[config.mk]
export PLATFORM = sky130hd
export DESIGN_NAME = sp_ram_arbiter
export DESIGN_NICKNAME = d
export VERILOG_FILES = /design/src/rtl/sp_ram_pkg.sv /design/src/rtl/rr2_burst_grant.sv /design/src/rtl/sp_ram_arbiter.sv
export SDC_FILE = /design/constraint.sdc
export NUM_CORES = 1
export LEC_CHECK = 0
export CORE_UTILIZATION = 40
export DETAILED_ROUTE_END_ITERATION = 10
export MAX_ROUTING_LAYER = met4
export PLACE_DENSITY_LB_ADDON = 0.2
export SKIP_LAST_GASP = 1
export SYNTH_ARGS = -nofsm -noshare
export SYNTH_HDL_FRONTEND = slang
export SYNTH_SLANG_ARGS = --single-unit
[constraint.sdc]
create_clock -name clk -period 3.23 [get_ports clk]
set_input_delay 0.969 -clock clk [delete_from_list [all_inputs] [get_ports clk]]
set_output_delay 0.969 -clock clk [all_outputs]
set_load 0.02 [all_outputs]
[src/rtl/sp_ram_pkg.sv]
// Shared types and defaults for the single-port RAM arbiter.
package sp_ram_pkg;

  localparam int unsigned DEF_AW = 8;
  localparam int unsigned DEF_DW = 8;

  typedef enum logic [1:0] {
    IDLE = 2'd0,
    WR   = 2'd1,
    RD   = 2'd2
  } owner_e;

endpackage

[src/rtl/rr2_burst_grant.sv]
// Two-way round-robin grant with a burst limit that only applies while the
// other side is waiting. Pure control: no address or data paths.
module rr2_burst_grant
  import sp_ram_pkg::*;
#(
  parameter int unsigned MAX_BURST = 4
) (
  input  logic clk,
  input  logic rst_n,
  input  logic wr_valid_i,
  input  logic rd_valid_i,
  output logic wr_gnt_o,
  output logic rd_gnt_o
);

  localparam int unsigned CW = $clog2(MAX_BURST + 1);
  localparam logic [CW-1:0] MAX_CNT = CW'(MAX_BURST);
  localparam logic [CW-1:0] ONE_CNT = CW'(1);

  owner_e        state_q, state_d;
  logic [CW-1:0] cnt_q, cnt_d;
  logic          last_rd_q, last_rd_d;
  logic          wr_gnt_s, rd_gnt_s;

  // Owner, burst count and round-robin pointer registers
  always_ff @(posedge clk or negedge rst_n) begin
    if (!rst_n) begin
      state_q   <= IDLE;
      cnt_q     <= '0;
      last_rd_q <= 1'b1;
    end else begin
      state_q   <= state_d;
      cnt_q     <= cnt_d;
      last_rd_q <= last_rd_d;
    end
  end

  // Grant selection and next owner/count
  always_comb begin
    state_d  = state_q;
    cnt_d    = cnt_q;
    wr_gnt_s = 1'b0;
    rd_gnt_s = 1'b0;
    case (state_q)
      IDLE: begin
        if (wr_valid_i && rd_valid_i) begin
          if (last_rd_q) begin
            wr_gnt_s = 1'b1;
            state_d  = WR;
          end else begin
            rd_gnt_s = 1'b1;
            state_d  = RD;
          end
          cnt_d = ONE_CNT;
        end else if (wr_valid_i) begin
          wr_gnt_s = 1'b1;
          state_d  = WR;
          cnt_d    = ONE_CNT;
        end else if (rd_valid_i) begin
          rd_gnt_s = 1'b1;
          state_d  = RD;
          cnt_d    = ONE_CNT;
        end else begin
          state_d = IDLE;
          cnt_d   = '0;
        end
      end
      WR: begin
        if (wr_valid_i && (!rd_valid_i || (cnt_q < MAX_CNT))) begin
          wr_gnt_s = 1'b1;
          // saturate so an uncontested stream never wraps the counter
          if (cnt_q != MAX_CNT) begin
            cnt_d = cnt_q + ONE_CNT;
          end else begin
            cnt_d = cnt_q;
          end
        end else if (rd_valid_i) begin
          rd_gnt_s = 1'b1;
          state_d  = RD;
          cnt_d    = ONE_CNT;
        end else begin
          state_d = IDLE;
          cnt_d   = '0;
        end
      end
      RD: begin
        if (rd_valid_i && (!wr_valid_i || (cnt_q < MAX_CNT))) begin
          rd_gnt_s = 1'b1;
          if (cnt_q != MAX_CNT) begin
            cnt_d = cnt_q + ONE_CNT;
          end else begin
            cnt_d = cnt_q;
          end
        end else if (wr_valid_i) begin
          wr_gnt_s = 1'b1;
          state_d  = WR;
          cnt_d    = ONE_CNT;
        end else begin
          state_d = IDLE;
          cnt_d   = '0;
        end
      end
      default: begin
        state_d = IDLE;
        cnt_d   = '0;
      end
    endcase
  end

  // Round-robin pointer follows every grant
  always_comb begin
    if (rd_gnt_s) begin
      last_rd_d = 1'b1;
    end else if (wr_gnt_s) begin
      last_rd_d = 1'b0;
    end else begin
      last_rd_d = last_rd_q;
    end
  end

  // Grants are forced low while reset is held so no request is accepted
  assign wr_gnt_o = wr_gnt_s & rst_n;
  assign rd_gnt_o = rd_gnt_s & rst_n;

endmodule

[src/rtl/sp_ram_arbiter.sv]
// Shares one single-port synchronous-read RAM between a write and a read
// requester; RAM controls are registered, read data returns two cycles after grant.
module sp_ram_arbiter
  import sp_ram_pkg::*;
#(
  parameter int unsigned AW        = DEF_AW,
  parameter int unsigned DW        = DEF_DW,
  parameter int unsigned MAX_BURST = 4
) (
  input  logic          clk,
  input  logic          reset_n,
  input  logic          wr_valid,
  input  logic [AW-1:0] wr_addr,
  input  logic [DW-1:0] wr_data,
  output logic          wr_ready,
  input  logic          rd_valid,
  input  logic [AW-1:0] rd_addr,
  output logic          rd_ready,
  output logic          rd_rvalid,
  output logic [DW-1:0] rd_rdata,
  output logic [AW-1:0] ram_addr,
  output logic [DW-1:0] ram_din,
  output logic          ram_we,
  output logic          ram_oe,
  input  logic [DW-1:0] ram_dout
);

  logic          wr_gnt_s, rd_gnt_s;
  logic [AW-1:0] ram_addr_q, ram_addr_d;
  logic [DW-1:0] ram_din_q, ram_din_d;
  logic          ram_we_q, ram_we_d;
  logic          ram_oe_q, ram_oe_d;
  logic          rd_pipe_q, rd_pipe_d;
  logic          rd_rvalid_q, rd_rvalid_d;

  rr2_burst_grant #(
    .MAX_BURST (MAX_BURST)
  ) u_grant (
    .clk        (clk),
    .rst_n      (reset_n),
    .wr_valid_i (wr_valid),
    .rd_valid_i (rd_valid),
    .wr_gnt_o   (wr_gnt_s),
    .rd_gnt_o   (rd_gnt_s)
  );

  // RAM command and read-valid pipeline next state
  always_comb begin
    ram_addr_d  = ram_addr_q;
    ram_din_d   = ram_din_q;
    ram_we_d    = 1'b0;
    ram_oe_d    = 1'b0;
    if (wr_gnt_s) begin
      ram_addr_d = wr_addr;
      ram_din_d  = wr_data;
      ram_we_d   = 1'b1;
    end else if (rd_gnt_s) begin
      ram_addr_d = rd_addr;
      ram_oe_d   = 1'b1;
    end else begin
      ram_addr_d = ram_addr_q;
      ram_din_d  = ram_din_q;
    end
    rd_pipe_d   = rd_gnt_s;
    rd_rvalid_d = rd_pipe_q;
  end

  // RAM-side output registers and two-stage read-valid delay
  always_ff @(posedge clk or negedge reset_n) begin
    if (!reset_n) begin
      ram_addr_q  <= '0;
      ram_din_q   <= '0;
      ram_we_q    <= 1'b0;
      ram_oe_q    <= 1'b0;
      rd_pipe_q   <= 1'b0;
      rd_rvalid_q <= 1'b0;
    end else begin
      ram_addr_q  <= ram_addr_d;
      ram_din_q   <= ram_din_d;
      ram_we_q    <= ram_we_d;
      ram_oe_q    <= ram_oe_d;
      rd_pipe_q   <= rd_pipe_d;
      rd_rvalid_q <= rd_rvalid_d;
    end
  end

  assign wr_ready  = wr_gnt_s;
  assign rd_ready  = rd_gnt_s;
  assign ram_addr  = ram_addr_q;
  assign ram_din   = ram_din_q;
  assign ram_we    = ram_we_q;
  assign ram_oe    = ram_oe_q;
  assign rd_rvalid = rd_rvalid_q;
  assign rd_rdata  = ram_dout;

endmodule

# Word level (Yosys, flattened, before mapping)
# Cells that the tools add are included.
# W data, S select, Z words.
totals:
  mem_bits_rw: 0
  rom_bits: 0
  n_memories: 0
  inputBits: 36
  latchBits: 0
  word_cells: 65
  reg_bits: 26
  output_inout_bits: 29
classes:
  muxes: 36
  bitwise: 2
  shift: 0
  n_eq_ne: 5
  reduce_logical: 11
  order_cmp: 1
  mul: 0
  div: 0
  add_sub_neg: 1
ops:
  columns: ["op", "count"]
  rows:
  - ["$mux W1", 19]
  - ["$mux W8", 2]
  - ["$mux W3", 5]
  - ["$mux W2", 6]
  - ["$pmux W3 S3", 1]
  - ["$pmux W1 S3", 2]
  - ["$pmux W2 S3", 1]
  - ["$ne A2 B2 Y1 const B", 2]
  - ["$reduce_bool A2 Y1", 2]
  - ["$add A3 B1 Y3 const B", 1]
  - ["$logic_and A1 B1 Y1", 3]
  - ["$lt A3 B3 Y1 const B", 1]
  - ["$ne A3 B3 Y1 const B", 1]
  - ["$and A1 B1 Y1", 2]
  - ["$eq A2 B1 Y1 const B", 1]
  - ["$eq A2 B2 Y1 const B", 1]
  - ["$logic_not A1 Y1", 2]
  - ["$logic_not A2 Y1", 1]
  - ["$logic_or A1 B1 Y1", 2]
  - ["$reduce_and A2 Y1", 1]

# Longest topological paths before layout
logic_depth:
  depth_word: 8
  ltp_mapped: 8
  mapped_depth_nobuf: 6

# Modules after synthesis
# A second synthesis with hierarchy kept.
unflattened:
  cells_unflattened: 118
  hier_area_um2: 1356.3
by_module_without_submodules:
  columns: ["mod", "cells_per_inst", "seq_area_each_um2", "area_each_um2", "n_inst"]
  rows:
  - ["sp_ram_arbiter", 65, 500.5, 857.1, 1]
  - ["rr2_burst_grant", 53, 151.4, 499.2, 1]

# Worst setup path after synthesis
# No wires, ideal clock.
synth_timing:
  path_kind: "input port to output port"
  start: "input port wr_valid"
  end: "output port rd_ready"
  arrival_time_ps: 1796
  path_slack_ps: 465
  t_required_ps: 2261
  stages: 4
  n_path_buf: 0
  cell_sequence: "inv_1 a221oi_4 nand3b_1 inv_1"
synth_between:
  elab_chain_len: 6
  word_cells_on_any_way: 11
  classes_between: "5 x mux; 1 x bitwise; 5 x reduce/logical"
synth_rtl:
  columns: ["item", "line", "rtl"]
  rows:
  - ["from (decl)", "sp_ram_arbiter.sv:12", "input logic wr_valid,"]
  - ["$logic_not A1 Y1", "rr2_burst_grant.sv:87", "if (rd_valid_i && (!wr_valid_i || (cnt_q < MAX_CNT))) begin"]
  - ["$logic_or A1 B1 Y1", "rr2_burst_grant.sv:87", null]
  - ["$logic_and A1 B1 Y1", "rr2_burst_grant.sv:87", null]
  - ["$mux W1", "rr2_burst_grant.sv:87", null]
  - ["$pmux W1 S3 (*)", "rr2_burst_grant.sv:44", "case (state_q)"]
  - ["$and A1 B1 Y1 (*)", "rr2_burst_grant.sv:123", "assign rd_gnt_o = rd_gnt_s & rst_n;"]
  - ["to (decl)", "sp_ram_arbiter.sv:18", "output logic rd_ready,"]
# Every way passes the cells marked *; elsewhere a longest branch is shown, timed or not.

# Worst setup path after layout
# Ends and elaborated chain as after synthesis.

==> flow_summary.yaml <==
cts:
  clockRootBuffer: "clkbuf_4"
  htree_levels: 1
  numCtsBuffers: 3
  clockBufferDepth: 2
  cts_tree: "done"
  insertion_delay_ps: 320
  hold_buffers: 0
  cts_num_sinks: 26
  cts.clk_slew.worst_paths_ps: 130
yosys:
  synth_seq_cells: 26
  synth_area_per_cell_sq_um: 11.5
  yosysTopAreaCell: "dfrtp_1"
  synthesis.area_sq_um: 1420
  synth-edff-count: 0
  synth_flop_cell: "dfrtp_1"
  synthCells: 124
  mappedNetlistNets: 162
  synthTopCellsByCount: "dfrtp_1, inv_1, nand2b_1"
  synth.distinct_cells: 32
  ys_top_cells_by_area: "dfrtp_1, mux2_4, nand2b_1"
  synth_top_area_share_pct: 43.9
  seq_area_frac_synth_pct: 45.8
  async_flop_share_pct: 100
  synth.most_common_cell: "dfrtp_1"
  ys_warn_count: 0
sta:
  clock.fmax_mhz: 319
  holdWs_ps: 370
  worst_pin_slew_ps: 325
  grt_setup_unrepaired: "no"
  setup_viol: 0
  fin_worst_skew_ps: 15.0
  period_share_pct: 97.0
  min_period_ps: 3130
  timing.slew.headroom_pct: 78.3
  drv_slew: 0
  hold_viol: 0
detailed_routing:
  drtIter0Drc: 32
  ant_nets: 0
  totalWireLength_mm: 3.07
  vias_per_cell: 5.13
  first_pass_iters: 4
  route.vias.total: 1114
  wire_per_inst_um: 14.2
  drc_errors: 0
die:
  die_h_um: 61.7
  rows: 21
  start_util_pct: 42.3
  dieWidth_um: 61.7
  core-area_sq_um: 3360
  io_pins: 65
  die_area_sq_um: 3800
pwr:
  internal-power_uw: 746
  combPwrFrac_pct: 44.3
  switchingPower_uw: 379
  pwr-share-seq_pct: 41.2
  power_density_nw_per_um2: 578
  swShare_pct: 33.7
  leakage_uw: 0.000868
  ir_drop_mv: 0.222
  p_clk_share_pct: 14.5
worst_setup_path:
  crit_type: "in2out"
  cp_max_fo: 3
  arrival_ps: 2170
  end_kind: "output pin"
  worstSetupStartpointType: "primary input"
  cp.required_ps: 2260
layout:
  final_core_util_pct: 57.9
  nFillCells: 290
  seq_area_sq_um: 652
  syn_to_final_growth_pct: 36.8
  n_antenna_cell: 0
  drive_gt1_share_pct: 17.0
  final_nets: 210
  multiInputGateArea_sq_um: 588
global_route:
  grt_pass1_vias: 1025
  grt_pass1_wl_mm: 4.51
  antenna_found_initial: 0
  grt.total_usage_pct: 17.3
  grt_max_degree: 27
  overflow: 0
job:
  drv_cap: 0
placement:
  port_buffers: 48
  dp_hpwl_mm: 2.35
  place_congestion: 0.743
outcome:
  status: "completed"
min_path:
  hp-class: "reg2reg"
[worst max-delay path, stage by stage]
cell	delay, ps
clkdlybuf4s50_1	520
inv_1	90
a221oi_4	190
nand3b_1	170
inv_1	70
buf_2	160
[metal layers]
| metal | vias up | GRT usage, % | part of all wire [%] |
|---|---|---|---|
| met1 | 537 | 20.1 | 44 |
| li1 | 529 | - | - |
| met4 | 0 | 8.57 | 0.62 |
| met2 | 42 | 27.8 | 48 |
| met5 | - | - | 0 |
| met3 | 6 | 4.20 | 6.5 |
[timing repair]
| action | 4_1_cts | 5_1_grt |
|---|---|---|
| buffers inserted | 0 | 0 |
| gates resized for setup | 8 | 1 |
| endpoints found under the setup margin | 2 | 1 |
[state kept, by name (all words and copies together) (netlist names)]
| name | flops |
|---|---|
| u_grant.state_q | 2 |
| ram_we | 1 |
| u_grant.cnt_q | 3 |
| rd_pipe_q | 1 |
| u_grant.last_rd_q | 1 |
| ram_din | 8 |
| ram_addr | 8 |
| rd_rvalid | 1 |
| ram_oe | 1 |
[layout make-up]
| type | count | share of cell area, % |
|---|---|---|
| Tap cell | 46 | 2.95 |
| Clock buffer | 4 | 1.86 |
| Inverter | 15 | 3.53 |
| Multi-Input combinational cell | 68 | 30.2 |
| Timing Repair Buffer | 58 | 28.0 |
| Sequential cell | 26 | 33.5 |
[power groups by stage]
stage	registers [uW]	logic, uW	clock network [uW]
2_1_floorplan	539	228	0
3_3_place_gp	465	494	0
3_5_place_dp	471	500	0
4_1_cts	464	502	171
5_1_grt	475	541	182
6_report	464	498	163
[logic make-up (layout without fill, tap and decap cells)]
| kind of cell | count (synthesis) | in the layout | share of synthesized area (%) |
|---|---|---|---|
| compound gates | 31 | 31 | 19.3 |
| buf+inv | 30 | 77 | 13.1 |
| simple gates | 27 | 27 | 11.6 |
| flops | 26 | 26 | 45.8 |
| mux | 8 | 8 | 8.44 |
| fa+ha+maj | 2 | 2 | 1.76 |
[metrics by stage]
stage | instances | cell area, sq um | TNS, ps | worst slack (ps) | power (uW)
after floorplan | 124 | 1420 | 0 | 465 | 767
after global placement | 213 | 1920 | -754 | -416 | 959
after detailed placement | 213 | 1920 | -750 | -408 | 971
after CTS | 217 | 1950 | -2.17 | -2.17 | 1140
after global routing | 217 | 1950 | 0 | 0.644 | 1200
final | 217 | 1950 | 0 | 95.8 | 1130
[layout by cell type (no fill, tap or decap), types with 5 or more instances in the layout]
cell type,Yosys,layout
mux2_4,8,8
nand2b_1,12,12
nand3b_1,5,5
o32ai_1,8,8
buf_4,8,10
a32oi_1,8,8
inv_1,14,14
clkdlybuf4s50_1,0,46
dfrtp_1,25,25
[worst paths after layout]
kind,startpoint,endpoint,slack (ps),cells past startpoint
max,wr_valid,rd_ready,100,6
min,rd_pipe_q,rd_rvalid,370,0
max reg2reg,u_grant.state_q[0],ram_din[6],1320,6
min reg2reg,rd_pipe_q,rd_rvalid,370,0
max in group asynchronous,reset_n,u_grant.last_rd_q,1910,2
min in group asynchronous,reset_n,u_grant.state_q[0],1030,2
No activity file was read; power rests on OpenSTA's default activity.
==> variant (config.mk and constraints unchanged) <==
The package constant `DEF_AW` goes from 8 to 9.
--- a/src/rtl/sp_ram_pkg.sv
+++ b/src/rtl/sp_ram_pkg.sv
@@ -2,5 +2,5 @@
 package sp_ram_pkg;
 
-  localparam int unsigned DEF_AW = 8;
+  localparam int unsigned DEF_AW = 9;
   localparam int unsigned DEF_DW = 8;
 
Interface: changed (resized ram_addr, rd_addr and wr_addr); port bits go from 65 to 68. No check against the original RTL was run, so the function may have changed too.
==> variant against the unedited design <==
  * Sequential share of layout area is 0.37 points higher
  * Wire length is 6.4% higher
  * Sequential cell count is 1 higher
  * Global-route usage is 1.4 points higher
  * Critical endpoint is now wr_ready
  * Largest power group unchanged
  * Highest routed layer unchanged
  * Design area is 2.7% higher
  * Count of clock-buffer cells in the layout stayed put
  * Worst setup slack worse by 0.016 ns
  * Area after synthesis is 2.6% higher
  * Final cell count is 3.7% higher
  * Total power is 1.5% higher
==> variant: results <==
# TYPE chip_impl_metric gauge
chip_impl_metric{name="hpwl",unit="microns"} 2380
chip_impl_metric{name="synth-seq-area-share",unit=""} 0.463
chip_impl_metric{name="route.detailed.vias_per_inst",unit=""} 5.30
chip_impl_metric{name="placement.io_buffers",unit=""} 51
chip_impl_metric{name="grt_first_pass_wirelength",unit="microns"} 5550
chip_impl_info{name="synth_common_cells",value="sky130_fd_sc_hd__dfrtp_1 (26), sky130_fd_sc_hd__inv_1 (15), sky130_fd_sc_hd__nand2b_1 (13)"} 1
chip_impl_info{name="run_status",value="finished, final reports clean"} 1
chip_impl_metric{name="globalRouteTotalUtil",unit=""} 0.187
chip_impl_metric{name="synth_nets",unit=""} 172
chip_impl_metric{name="synth_cell_types",unit=""} 32
chip_impl_metric{name="vdd_drop_max",unit="mV"} 0.230
chip_impl_metric{name="placedInstanceArea",unit="sq um"} 1970
chip_impl_info{name="ys_top_cells_by_area",value="sky130_fd_sc_hd__dfrtp_1 (45%), sky130_fd_sc_hd__mux2_4 (8.2%), sky130_fd_sc_hd__nand2b_1 (5.6%)"} 1
chip_impl_metric{name="pre_cts_slack",unit="ns"} -0.511
chip_impl_metric{name="critPathMaxFanout",unit=""} 2
chip_impl_metric{name="fin_nets",unit=""} 220
chip_impl_metric{name="leakage",unit="nW"} 0.892
chip_impl_info{name="hp-class",value="reg2reg"} 1
chip_impl_metric{name="avgRoutedWirePerCell",unit="microns"} 14.5
chip_impl_metric{name="grt_max_degree",unit=""} 28
chip_impl_metric{name="critPathMaxStageDelay",unit="ns"} 0.49
chip_impl_metric{name="timing.clock.skew",unit="ns"} 0.00125
chip_impl_metric{name="final.setup.worst_slack",unit="ns"} 0.0793
chip_impl_info{name="timing.critical_path.max_delay_family",value="buffers and inverters"} 1
chip_impl_metric{name="vias_in_the_first_global_route",unit=""} 1168
chip_impl_metric{name="post_route_cells_drive_above_1_share",unit=""} 0.151
chip_impl_metric{name="timing.final.hold_violations",unit=""} 0
chip_impl_metric{name="drtIter0Drc",unit=""} 34
chip_impl_metric{name="gp_congestion",unit=""} 0.782
-- variant: worst paths after layout --
check	cells after the start	to	start
max	6	wr_ready	reset_n
min reg2reg	0	rd_rvalid	rd_pipe_q
min in group asynchronous	2	ram_din[4]	reset_n
max reg2reg	6	ram_din[5]	u_grant.state_q[0]
min	0	rd_rvalid	rd_pipe_q
max in group asynchronous	2	u_grant.last_rd_q	reset_n
-- variant: layout make-up --
cell class,instances,area (sq um)
Tap cell,46,57.6
Sequential cell,27,677
Clock buffer,4,26.3
Multi-Input combinational cell,71,593
Inverter,16,72.6
Timing Repair Buffer,61,574
Fill cell,284,1420
-- variant: power by group --
part / internal [mW] / switching [mW]
Combinational: 0.277 / 0.236
Sequential: 0.424 / 0.0570
Clock: 0.0485 / 0.0994
Total: 0.750 / 0.392
-- variant: logic make-up (layout without fill, tap and decap cells) --
kind of cell,Yosys count,in the layout,share of synthesized area
compound gates,33,33,0.186
fa+ha+maj,2,2,0.0171
buf+inv,34,81,0.135
flops,27,27,0.463
mux,8,8,0.0822
simple gates,28,28,0.116
-- variant: layer usage --
layer / track usage / share of wire / vias to the layer above
met5: - / 0 / -
met4: 0.0814 / 0.023 / 0
met3: 0.0420 / 0.061 / 11
met2: 0.299 / 0.50 / 41
met1: 0.225 / 0.42 / 584
li1: - / - / 556
-- variant: timing repair --
action | 4_1_cts | 5_1_grt
setup endpoints to repair | 2 | 2
buffers inserted | 1 | 0
resized for setup | 9 | 3
-- variant: through the flow --
stage               hold slack, ns  std cells   util
finish                       0.371        225  0.586
global route                 0.390        225  0.586
CTS                          0.373        225  0.588
detailed placement           0.341        220  0.577
global placement             0.336        220  0.577
floorplan                    0.331        132      -
